File: src/rtl/cam_pkg.sv
// Shared types, default geometry and the pixel format conversion for the camera capture path.
package cam_pkg;

    localparam int unsigned DEF_IMG_W  = 160;
    localparam int unsigned DEF_IMG_H  = 120;
    localparam int unsigned DEF_ADDR_W = 15;

    typedef enum logic [1:0] {
        IDLE,
        ARM,
        CAPTURE,
        DONE
    } cam_state_e;

    // RGB565 byte pair (high byte first on the wire) to RGB332.
    function automatic logic [7:0] rgb565_to_rgb332(input logic [7:0] hi, input logic [7:0] lo);
        return {hi[7:5], hi[2:0], lo[4:3]};
    endfunction

endpackage

File: src/rtl/cam_sync_edge.sv
// Two-flop synchronizer with a third stage for rising/falling edge detection.
module cam_sync_edge #(
    parameter int unsigned W = 1
) (
    input  logic         clk,
    input  logic         rst,
    input  logic [W-1:0] d,
    output logic [W-1:0] q,
    output logic [W-1:0] rise_c,
    output logic [W-1:0] fall_c
);

    logic [W-1:0] s1;
    logic [W-1:0] s3;

    always_ff @(posedge clk) begin
        if (rst) begin
            s1 <= '0;
            q  <= '0;
            s3 <= '0;
        end else begin
            s1 <= d;
            q  <= s1;
            s3 <= q;
        end
    end

    assign rise_c = q & ~s3;
    assign fall_c = ~q & s3;

endmodule

File: src/rtl/cam_capture.sv
// Oversampled camera byte capture: pairs RGB565 bytes, converts to RGB332 and writes
// one frame (or continuous frames) into a linear frame-buffer write port.
module cam_capture
    import cam_pkg::*;
#(
    parameter int unsigned IMG_W  = DEF_IMG_W,
    parameter int unsigned IMG_H  = DEF_IMG_H,
    parameter int unsigned ADDR_W = DEF_ADDR_W
) (
    input  logic              clk,
    input  logic              rst,
    input  logic              start,
    input  logic              cont,
    input  logic              pclk,
    input  logic              href,
    input  logic              vsync,
    input  logic [7:0]        data,
    output logic              wr_en,
    output logic [ADDR_W-1:0] wr_addr,
    output logic [7:0]        wr_data,
    output logic              busy,
    output logic              frame_done,
    output logic              err
);

    localparam int unsigned COL_W  = $clog2(IMG_W + 1);
    localparam int unsigned LINE_W = $clog2(IMG_H + 1);

    cam_state_e state, state_d;

    logic pclk_unused_lvl, pclk_rise, pclk_unused_fall;
    logic href_s, href_unused_rise, href_fall;
    logic vsync_unused_lvl, vsync_rise, vsync_fall;

    logic [7:0]        data_s1, data_s2;
    logic              phase;
    logic [7:0]        hi_q, lo_q;
    logic [COL_W-1:0]  col;
    logic [LINE_W-1:0] line;
    logic [ADDR_W-1:0] line_base, pix_addr;
    logic              pix_pend;

    logic arm_c, cap_start_c, line_end_c, last_line_c, byte_c, err_set_c;

    cam_sync_edge #(.W(1)) u_sync_pclk (
        .clk(clk), .rst(rst), .d(pclk),
        .q(pclk_unused_lvl), .rise_c(pclk_rise), .fall_c(pclk_unused_fall)
    );

    cam_sync_edge #(.W(1)) u_sync_href (
        .clk(clk), .rst(rst), .d(href),
        .q(href_s), .rise_c(href_unused_rise), .fall_c(href_fall)
    );

    cam_sync_edge #(.W(1)) u_sync_vsync (
        .clk(clk), .rst(rst), .d(vsync),
        .q(vsync_unused_lvl), .rise_c(vsync_rise), .fall_c(vsync_fall)
    );

    // Next-state and control strobes.
    always_comb begin
        state_d     = state;
        arm_c       = 1'b0;
        cap_start_c = 1'b0;
        line_end_c  = (state == CAPTURE) && href_fall;
        last_line_c = (line == LINE_W'(IMG_H - 1));
        byte_c      = (state == CAPTURE) && pclk_rise && href_s;
        err_set_c   = 1'b0;
        case (state)
            IDLE: begin
                if (start) begin
                    state_d = ARM;
                    arm_c   = 1'b1;
                end
            end
            ARM: begin
                if (vsync_fall) begin
                    state_d     = CAPTURE;
                    cap_start_c = 1'b1;
                end
            end
            CAPTURE: begin
                if (line_end_c && phase)
                    err_set_c = 1'b1;
                if (byte_c && phase && (col >= COL_W'(IMG_W)))
                    err_set_c = 1'b1;
                if (line_end_c && last_line_c) begin
                    state_d = DONE;
                end else if (vsync_rise) begin
                    state_d   = DONE;
                    err_set_c = 1'b1;
                end
            end
            DONE: begin
                if (cont) begin
                    state_d = ARM;
                    arm_c   = 1'b1;
                end else begin
                    state_d = IDLE;
                end
            end
            default: state_d = IDLE;
        endcase
    end

    always_ff @(posedge clk) begin
        if (rst) begin
            state      <= IDLE;
            busy       <= 1'b0;
            frame_done <= 1'b0;
            err        <= 1'b0;
            wr_en      <= 1'b0;
            wr_addr    <= '0;
            wr_data    <= '0;
            data_s1    <= '0;
            data_s2    <= '0;
            phase      <= 1'b0;
            hi_q       <= '0;
            lo_q       <= '0;
            col        <= '0;
            line       <= '0;
            line_base  <= '0;
            pix_addr   <= '0;
            pix_pend   <= 1'b0;
        end else begin
            state      <= state_d;
            busy       <= (state_d != IDLE);
            frame_done <= (state_d == DONE);
            err        <= arm_c ? 1'b0 : (err | err_set_c);
            data_s1    <= data;
            data_s2    <= data_s1;

            // Second stage of the pixel pipe: present the pixel latched last cycle.
            wr_en    <= pix_pend;
            pix_pend <= 1'b0;
            if (pix_pend) begin
                wr_addr <= pix_addr;
                wr_data <= rgb565_to_rgb332(hi_q, lo_q);
            end

            if (cap_start_c) begin
                line      <= '0;
                col       <= '0;
                phase     <= 1'b0;
                line_base <= '0;
            end else if (line_end_c) begin
                line      <= line + 1'b1;
                line_base <= line_base + ADDR_W'(IMG_W);
                col       <= '0;
                phase     <= 1'b0;
            end else if (byte_c) begin
                if (!phase) begin
                    hi_q  <= data_s2;
                    phase <= 1'b1;
                end else begin
                    lo_q  <= data_s2;
                    phase <= 1'b0;
                    // Pixels beyond the line width are dropped (flagged as error above).
                    if (col < COL_W'(IMG_W)) begin
                        pix_pend <= 1'b1;
                        pix_addr <= line_base + ADDR_W'(col);
                        col      <= col + 1'b1;
                    end
                end
            end
        end
    end

endmodule

File: config.mk
export PLATFORM = sky130hd
export DESIGN_NAME = cam_capture
export DESIGN_NICKNAME = d
export VERILOG_FILES = /design/src/rtl/cam_pkg.sv /design/src/rtl/cam_sync_edge.sv /design/src/rtl/cam_capture.sv
export SDC_FILE = /design/constraint.sdc
export NUM_CORES = 1
export LEC_CHECK = 0
export ABC_AREA = 1
export CAP_MARGIN = 20
export CORE_MARGIN = 2
export CORE_UTILIZATION = 56
export DETAILED_ROUTE_END_ITERATION = 10
export PLACE_DENSITY = 0.79
export SLEW_MARGIN = 20
export SYNTH_ARGS = -nofsm -noshare
export SYNTH_HDL_FRONTEND = slang
export SYNTH_SLANG_ARGS = --single-unit
export TNS_END_PERCENT = 10
File: constraint.sdc
create_clock -name clk -period 2 [get_ports clk]
set_input_delay 0.4 -clock clk [delete_from_list [all_inputs] [get_ports clk]]
set_output_delay 0.4 -clock clk [all_outputs]
set_load 0.02 [all_outputs]
Word level (Yosys, flattened, before mapping) --
Index checks and enable logic that the tools add are counted.
Word-level totals: register bits after elaboration 114, input port bits 15, output and inout port bits 27
Cells by class: add/subtract/negate cells 4, $lt $le $gt $ge 2, equality and inequality tests 5, muxes and demuxes 18, bitwise operators 13, reduce and logical (&&, ||, !) cells 17
Operators with widths (count):
- 15-bit by 8-bit adder with 15-bit output | 1
- 15-bit by 8-bit adder with 15-bit output (second input constant) | 1
- 1-bit two-way mux | 12
- 8-bit by 1-bit adder with 8-bit output (second input constant) | 1
- 8-bit >= comparator (second input constant) | 1
- 8-bit less-than comparator (second input constant) | 1
- 2-bit two-way mux | 4
- 1-bit NOT | 8
- 2-bit case mux with 4 select lines | 1
- 4-bit AND reduction | 2
- 7-bit by 1-bit adder with 7-bit output (second input constant) | 1
- 7-bit == test (second input constant) | 1
- 1-bit logical AND | 7
- 2-bit == test (second input constant) | 3
- 5-bit AND reduction | 1
- 5-bit OR reduction | 1
- 1-bit AND | 4
- 2-bit OR reduction | 2
- 3-bit AND reduction | 1
- 3-bit OR reduction | 1
- 2-bit by 1-bit == test with 1-bit output (second input constant) | 1
- 2-bit zero test | 1
- 1-bit case mux with 2 select lines | 1
- 2-bit nonzero test | 1
- 1-bit bitwise OR | 1

Longest topological paths before layout --
Gate-level depths: netlist of the first run.
word-level depth 11, depth in mapped cells 12, gate-level depth less buffers 11

By module --
From an unflattened synthesis of the first run, not the netlist that was laid out.
Second synthesis, totals: cells, all modules 536, area total of the unflattened synthesis 4127.7 sq um
Modules (own cells, without submodules):
- cam_capture | instances 1, cells an instance 500, area each 3846.2 sq um, seq. area each 1901.8 sq um
- cam_sync_edge | instances 3, cells an instance 12, area each 93.8 sq um, seq. area each 60.1 sq um

Least setup slack after synthesis of the first run --
No wires, ideal clock.
path type reg2reg, start reg col[5], end reg pix_addr[11], data arrival time 1.623 ns, slack 0.262 ns, stages on the path, launching flop included 10, buffers on the path 0, period minus slack after synthesis 1.738 ns, cells stage by stage dfxtp_1 -> ha_1 -> inv_1 -> fa_1 -> inv_1 -> nand2_1 -> a21boi_1 -> nand3_1 -> a21oi_1 -> nor2_1
On the way: longest elaborated chain between the ends 2, elaborated cells between the ends (all ways) 3, those cells by class add/sub: 1; order compare: 1; reduce/logical: 1
RTL lines:
- start: declaration | RTL line cam_capture.sv:38 | logic [COL_W-1:0] col;
- start signal: assignment | RTL line cam_capture.sv:162 | col <= col + 1'b1;
- 8-bit less-than comparator | RTL line cam_capture.sv:159 | if (col < COL_W'(IMG_W)) begin
- 5-bit AND reduction (no line)
- end signal: assignment | RTL line cam_capture.sv:161 | pix_addr <= line_base + ADDR_W'(col);
- end: declaration | RTL line cam_capture.sv:40 | logic [ADDR_W-1:0] line_base, pix_addr;
Several ways; a longest one is shown, not always the timed one. A chain may end at the register's enable or synchronous reset.

Final worst setup path of the first run --
start reg line_base[5], end reg pix_addr[11]
On the way: longest elaborated chain between the ends 1
RTL lines:
- start: declaration | RTL line cam_capture.sv:40
- start signal: assignment | RTL line cam_capture.sv:148 | line_base <= line_base + ADDR_W'(IMG_W);
- 15-bit by 8-bit adder with 15-bit output | RTL line cam_capture.sv:161
Every way passes these cells.

==> metrics.md, run 1 <==
| Metric | Value |
|---|---|
| Design area | `~4900 µm²` |
| Seq. cell area | `2082 µm²` |
| Critical path class | `reg -> reg` |
| CP endpoint kind | `flop` |
| First-pass GRT wire length | `13950 µm` |
| Max FO, Critical Path | `5` |
| Status | `finished clean` |
| Max cap viols | `0` |
| Final Wtd Congestion | `0.8756` |
| Num CTS Buffers | `9` |
| Synth warn | `0` |
| Worst-Skew Late Latency | `0.37 ns` |
| Syn nets | `586` |
| Row count | `31` |
| Core Box Area | `approximately 7300 µm²` |
| GRT Residual Overflow | `0` |
| Placed cells | `approximately 690` |
| Post-layout min period | `roughly 1.8 ns` |
| DIE HEIGHT | `between 90 and 100 µm` |
| Most Frequent Cell on Critical Path | `inv_1` |
| Via density | `around 4.9` |
| CTS Root Cell | `clkbuf_8` |
| Final setup violation count | `0` |
| R2R setup slack | `0.16 ns` |
| Initial DRC Count | `165` |
| Multi-input logic area | `between 1500 and 2000 µm²` |
| Max Slew Vio Count | `0` |
| Vias post-DR | `between 3000 and 4000` |
| DRC viols | `0` |
| Synth Area per Inst | `~7.6 µm²` |
| Crit path launch type | `flop` |
| Overall power | `3.622 mW` |
| Origin of the worst setup path | `line_base[5]` |
| Peak VDD IR | `0.3992 mV` |
| H-tree depth | `3` |
| IO Port Bufs | `41` |
| Critical Path Sink | `pix_addr[11]` |
| ANT cells | `0` |
| Final Util | `0.6767` |
| Max Root-Sink Buffers | `2` |
| Tcrit/Tclk final | `0.9187` |
| Critical Path Max Stage Delay | `between 0.4 and 0.5 ns` |
| Clock-pin transition on the worst setup and hold timing paths | `0.11 ns` |
| Post-Syn Area | `between 4000 and 5000 µm²` |
| Layout cells sized above 1 | `0.05941` |
| Vias in the first global route | `approximately 3200` |
| Worst r2r src | `line_base[5]` |
| R2R cell count | `9` |
| Hold Violations, Final | `0` |
| Die area | `between 8000 and 9000 µm²` |
| Setup Skew | `around 0.014 ns` |
| CTS Sinks | `104` |
| Number of fill cells | `630` |
| Max stage delay cell, worst path | `dfxtp_1` |
| Seq cells post-synth | `around 100` |
| Final net count | `around 630` |
| Mapped Cells | `558` |
| TritonCTS clock tree | `built` |
| Reg2reg end | `pix_addr[11]` |
| Pwr Density | `between 700 and 800 nW/µm²` |
| P&R area growth vs syn | `16.69%` |
| Final Worst Setup Slack | `0.1626 ns` |
| Boundary Pins | `42` |
| DP HPWL | `approximately 5800 µm` |
| Worst Hold Class | `reg -> reg` |
| Yosys cell types | `35` |
| Worst-Margin Slew | `0.6463 ns` |
| Cell Chain, Critical Path | `ha_1 > inv_1 > fa_1 > inv_1 > nand2_1 > a21boi_2 > nand3_1 > a21oi_1 > nor2_1` |
| Final hold slack | `approximately 0.40 ns` |
| Lkg Pwr | `around 2.2 nW` |
| Largest net degree at the start of global routing | `31` |
| First drt pass iteration count | `4` |
| Final WL | `roughly 8100 µm` |
| Setup TNS Final | `0 ns` |
| Avg WL per Cell | `between 10 and 15 µm` |
| Critical path data arrival time | `2.10 ns` |
| RSZ-0062 raised after global routing | `false` |
| Pre-CTS setup slack | `0.08582 ns` |
| GRT Total Usage | `0.2047` |
| Initial antenna violation count | `0` |
| Starting Density | `0.5800` |
| Post-synthesis sequential area ratio | `0.4923` |
| Max Fclk | `roughly 0.54 GHz` |
| Post-route insts no fill | `a little over 700` |
| Post-DP Area | `around 4700 µm²` |
| Req. time, crit path | `2.26 ns` |
| Die Width | `90.90 µm` |
| Post-route ant nets | `0` |
| Slew margin rel. | `0.5687` |
## where the power goes
group / switching, mW / internal (mW)
combinational: 0.0841 / 0.0627
clock: 0.734 / 0.634
sequential: 0.0102 / 2.10
total: 0.828 / 2.79
## cell type report
type,count,area share
repair buffers,48,0.09381
flip-flops and latches,104,0.4219
clock buffers,10,0.02789
well taps,99,0.02510
inverters,80,0.06212
multi-input cells,358,0.3545
clock inverters,6,0.01471
## flip-flops by register name, summed over array words and instances, names as in the netlist, 2 cells and up
name,flops
col,8
data_s1,8
data_s2,8
hi_q,6
line,7
line_base,10
lo_q,2
pix_addr,15
state,2
wr_addr,15
wr_data,8
## layer usage
layer  part of all wire  global-route usage  up-vias
met2               0.48              0.3514       54
met5                  0                   0        -
li1                   -                   -     1815
met3              0.032             0.05175       10
met1               0.48              0.2524     1581
met4              0.012             0.06439        0
## cell usage in the layout (no fill, tap or decap), types with 4 or more instances in the layout
cell type,instances
inv_1,77
clkdlybuf4s50_1,41
o21ai_0,59
inv_6,4
xor2_1,8
ha_1,11
clkbuf_8,10
nor3_1,6
nand2_1,68
dfxtp_1,104
nand3_1,16
nand4_1,4
nor2_1,141
buf_4,7
a21oi_1,25
## logic make-up (layout without fill, tap and decap cells)
kind of cell,after synthesis,after routing,synth area share
xor gates and xnor gates,9,9,0.01864
buffers and inverters,96,144,0.09556
AOI/OAI and AO/OA,91,91,0.1124
DFF,104,104,0.4923
adders and majority gates,13,13,0.04024
and+or+nand+nor,245,245,0.2408
## synth_stat cells, drive strengths merged
cell    number  share of area
ha          12          0.036
nor3         7         0.0095
clkbuf      14          0.017
xor2         8          0.017
nand3       17          0.023
nor3b        1         0.0018
dfxtp      104           0.49
nor2       142           0.13
buf          2         0.0059
a21boi       1         0.0018
xnor2        1         0.0021
clkinv       2         0.0021
nand3b       1         0.0018
a21o         1         0.0018
o21ai       60          0.072
o21a         2         0.0035
fa           1         0.0047
or2          2         0.0030
nand2       71          0.066
a211oi       1         0.0018
nand4        4         0.0059
inv         78          0.070
a21oi       26          0.032
## worst max-delay path, delay by kind of cell, from the launching register on
family	cells	cell delay [ns]
flops	1	0.41
buf+inv	2	0.12
simple gates	3	0.24
fa+ha+maj	2	0.54
compound gates	2	0.42
## what timing repair did
| item | in CTS | in global routing |
|---|---|---|
| setup endpoints to repair | 0 | 4 |
| hold buffers | 0 | 0 |
| resized for setup | 0 | 2 |
| setup buffers | 0 | 0 |
## worst min path at each step
stage	startpoint	endpoint	slack [ns]	cells past startpoint
2_1_floorplan	data_s1[0]	data_s2[0]	0.39	2
3_3_place_gp	u_sync_href.s1	u_sync_href.q	0.39	2
3_5_place_dp	data_s1[1]	data_s2[1]	0.40	2
4_1_cts	data_s1[1]	data_s2[1]	0.40	2
5_1_grt	data_s1[2]	data_s2[2]	0.42	2
6_report	data_s1[1]	data_s2[1]	0.40	2
No activity file was read; power rests on OpenSTA's default activity.
==> run 2, diff against run 1 <==
--- a/config.mk
+++ b/config.mk
@@ -6,11 +6,11 @@
 export NUM_CORES = 1
 export LEC_CHECK = 0
 export ABC_AREA = 1
-export CAP_MARGIN = 20
+export CAP_MARGIN = 10
 export CORE_MARGIN = 2
-export CORE_UTILIZATION = 56
+export CORE_UTILIZATION = 40
 export DETAILED_ROUTE_END_ITERATION = 10
-export PLACE_DENSITY = 0.79
+export SETUP_SLACK_MARGIN = 0.4
 export SLEW_MARGIN = 20
 export SYNTH_ARGS = -nofsm -noshare
 export SYNTH_HDL_FRONTEND = slang
==> run 2 against run 1 <==
Via count grew 0.23%. Die area grew 38%. Non-clock buffer count increased by 4. Register-to-register slack better by 0.19 ns. Utilization shrank 18 points. Combinational power up 6%. Design area grew 3.2%. Wire length increased by 6.8%. Sequential share of layout area down 1.1 points. Sequential power about the same. Critical endpoint is now wr_data[3].
==> metrics.md, run 2 (synthesis gave the netlist of run 1 again) <==
| Metric | Value |
|---|---|
| Post-route insts no fill | `746 (was 705)` |
| CTS Sinks | `104 (unchanged)` |
| Post-layout min period | `1.731 ns (was 1.837 ns)` |
| Max Slew Vio Count | `0 (unchanged)` |
| DP HPWL | `6074 µm (was 5766 µm)` |
| Num CTS Buffers | `9 (unchanged)` |
| Max Root-Sink Buffers | `2 (unchanged)` |
| Crit path launch type | `flop (unchanged)` |
| CTS Root Cell | `clkbuf_8 (unchanged)` |
| Post-route ant nets | `0 (unchanged)` |
| Starting Density | `0.4115 (was 0.5800)` |
| Avg WL per Cell | `11.53 µm (was 11.43 µm)` |
| DRC viols | `0 (unchanged)` |
| Setup Skew | `0.01549 ns (was 0.01357 ns)` |
| Critical path data arrival time | `1.33 ns (was 2.10 ns)` |
| Setup TNS Final | `0 ns (unchanged)` |
| RSZ-0062 raised after global routing | `true (was false)` |
| CP Buf/Inv Count | `1 (was 2)` |
| Final Util | `0.4957 (was 0.6767)` |
| First-pass GRT wire length | `14860 µm (was 13950 µm)` |
| CP delay by family, top | `buffers and inverters (was adder cells)` |
| Largest registers | `pix_addr: 15 flops, wr_addr: 15 flops, line_base: 10 flops (unchanged)` |
| Initial antenna violation count | `0 (unchanged)` |
| Via density | `4.649 (was 4.908)` |
| Worst-Skew Late Latency | `0.37 ns (about the same)` |
| IO Port Bufs | `41 (unchanged)` |
| Tcrit/Tclk final | `0.8653 (was 0.9187)` |
| H-tree depth | `3 (unchanged)` |
| Vias in the first global route | `3214 (was 3228)` |
| Max cap viols | `0 (unchanged)` |
| Placed cells | `726 (was 689)` |
| Max stage delay cell, worst path | `clkdlybuf4s50_1 (was dfxtp_1)` |
| GRT Residual Overflow | `0 (unchanged)` |
| Net Sw Frac | `0.2455 (was 0.2287)` |
| Die Width | `106.8 µm (was 90.90 µm)` |
| Cell Chain, Critical Path | `clkdlybuf4s50_1 (was ha_1 > inv_1 > fa_1 > inv_1 > nand2_1 > a21boi_2 > nand3_1 > a21oi_1 > nor2_1)` |
| Clk pwr share | `0.355 (was 0.378)` |
| Critical Path Max Stage Delay | `0.62 ns (was 0.41 ns)` |
| Max Fclk | `0.5778 GHz (was 0.5442 GHz)` |
| Worst-Margin Slew | `0.7185 ns (was 0.6463 ns)` |
| Final Wtd Congestion | `0.7793 (was 0.8756)` |
| P&R area growth vs syn | `20.47% (was 16.69%)` |
| Commonest non-fill, non-tap cell in the layout | `nor2_1 (unchanged)` |
| Final WL | `8605 µm (was 8059 µm)` |
| DIE HEIGHT | `106.8 µm (was 90.90 µm)` |
| Core Box Area | `10280 µm² (was 7292 µm²)` |
| CP endpoint kind | `primary output (was flop)` |
| ANT cells | `0 (unchanged)` |
| Slew margin rel. | `0.5205 (was 0.5687)` |
| Register share of total power | `0.601 (was 0.582)` |
| Die area | `11410 µm² (was 8263 µm²)` |
| Hold Violations, Final | `0 (unchanged)` |
| Pwr Density | `688.0 nW/µm² (was 733.9 nW/µm²)` |
| Row count | `37 (was 31)` |
| Largest net degree at the start of global routing | `45 (was 31)` |
| Req. time, crit path | `1.60 ns (was 2.26 ns)` |
| TritonCTS clock tree | `built (unchanged)` |
| Status | `finished clean (unchanged)` |
| Boundary Pins | `42 (unchanged)` |
| Clock-pin transition on the worst setup and hold timing paths | `0.11 ns (about the same)` |
| Final net count | `633 (was 629)` |
| Final setup violation count | `0 (unchanged)` |
| Layout cells sized above 1 | `0.09016 (was 0.05941)` |
| Initial DRC Count | `144 (was 165)` |
| Hold-fix buffers at CTS | `0 (unchanged)` |
| First drt pass iteration count | `6 (was 4)` |
| Peak VDD IR | `0.4513 mV (was 0.3992 mV)` |
| Lkg Pwr | `2.262 nW (was 2.203 nW)` |
| Worst Hold Class | `reg -> reg (unchanged)` |
| Internal power | `2.645 mW (was 2.793 mW)` |
| Net Switching | `0.8608 mW (was 0.8284 mW)` |
| Combinational Power Share | `0.044 (was 0.041)` |
| Critical path class | `reg -> out (was reg -> reg)` |
| Max FO, Critical Path | `2 (was 5)` |
| Most frequent cells in the layout | `nor2_1 (140), dfxtp_1 (99), inv_1 (73) (was nor2_1 (141), dfxtp_1 (104), inv_1 (77))` |
| GRT Total Usage | `0.1606 (was 0.2047)` |
| Vias post-DR | `3468 (was 3460)` |
run 2: changes by cell type in the layout (fill, tap and decap cells not counted), sizes merged:
cell and delta:
bufinv -1, dlymetal6s2s +2, buf +4, dlygate4sd2 +1
clkdlybuf4s50 -3, clkinvlp +1
run 2: layout make-up:
| type | instances | area (µm²) |
|---|---|---|
| sequential | 104 | 2096 |
| timing repair buffer | 52 | 513.0 |
| tap | 136 | 170.2 |
| clock buffer | 10 | 127.6 |
| fill | 1033 | 5182 |
| clock inverter | 6 | 56.30 |
| inverter | 80 | 320.3 |
| multi-input combinational | 358 | 1812 |
run 2: per-stage QoR:
stage	hold slack, ns	setup WS [ns]	cell area (µm²)	power [mW]
4_1_cts	0.4002	0.2395	5045	3.554
3_5_place_dp	0.3920	0.1854	4803	2.303
5_1_grt	0.4220	0.1985	5095	3.657
3_3_place_gp	0.3908	0.2746	4803	2.299
6_report	0.3977	0.2694	5095	3.505
2_1_floorplan	0.3883	0.4005	4255	2.239
run 2: power groups by stage:
stage	clock network, mW	logic [mW]	registers (mW)
global route	1.37	0.175	2.11
CTS	1.29	0.154	2.11
detailed placement	0	0.151	2.15
finish	1.24	0.156	2.11
floorplan	0	0.0852	2.15
global placement	0	0.147	2.15
run 2: repair_timing:
| item | 4_1_cts | 5_1_grt |
|---|---|---|
| setup endpoints to repair | 70 | 67 |
| resized for setup | 16 | 11 |
| setup buffers | 2 | 2 |
| pin swaps | 2 | 2 |
run 2: final timing paths:
path | from | end | slack, ns | cells after the start
max | wr_data[3] | wr_data[3] | 0.27 | 1
min | data_s1[1] | data_s2[1] | 0.40 | 2
max reg2reg | col[5] | pix_addr[9] | 0.35 | 10
min reg2reg | data_s1[1] | data_s2[1] | 0.40 | 2
run 2: layer usage:
metal	GRT usage	routed length [µm]	vias up
met5	0	0	-
met3	0.03343	281	13
met4	0.05288	144	0
met1	0.2164	4210	1571
met2	0.2575	3968	58
li1	-	-	1826
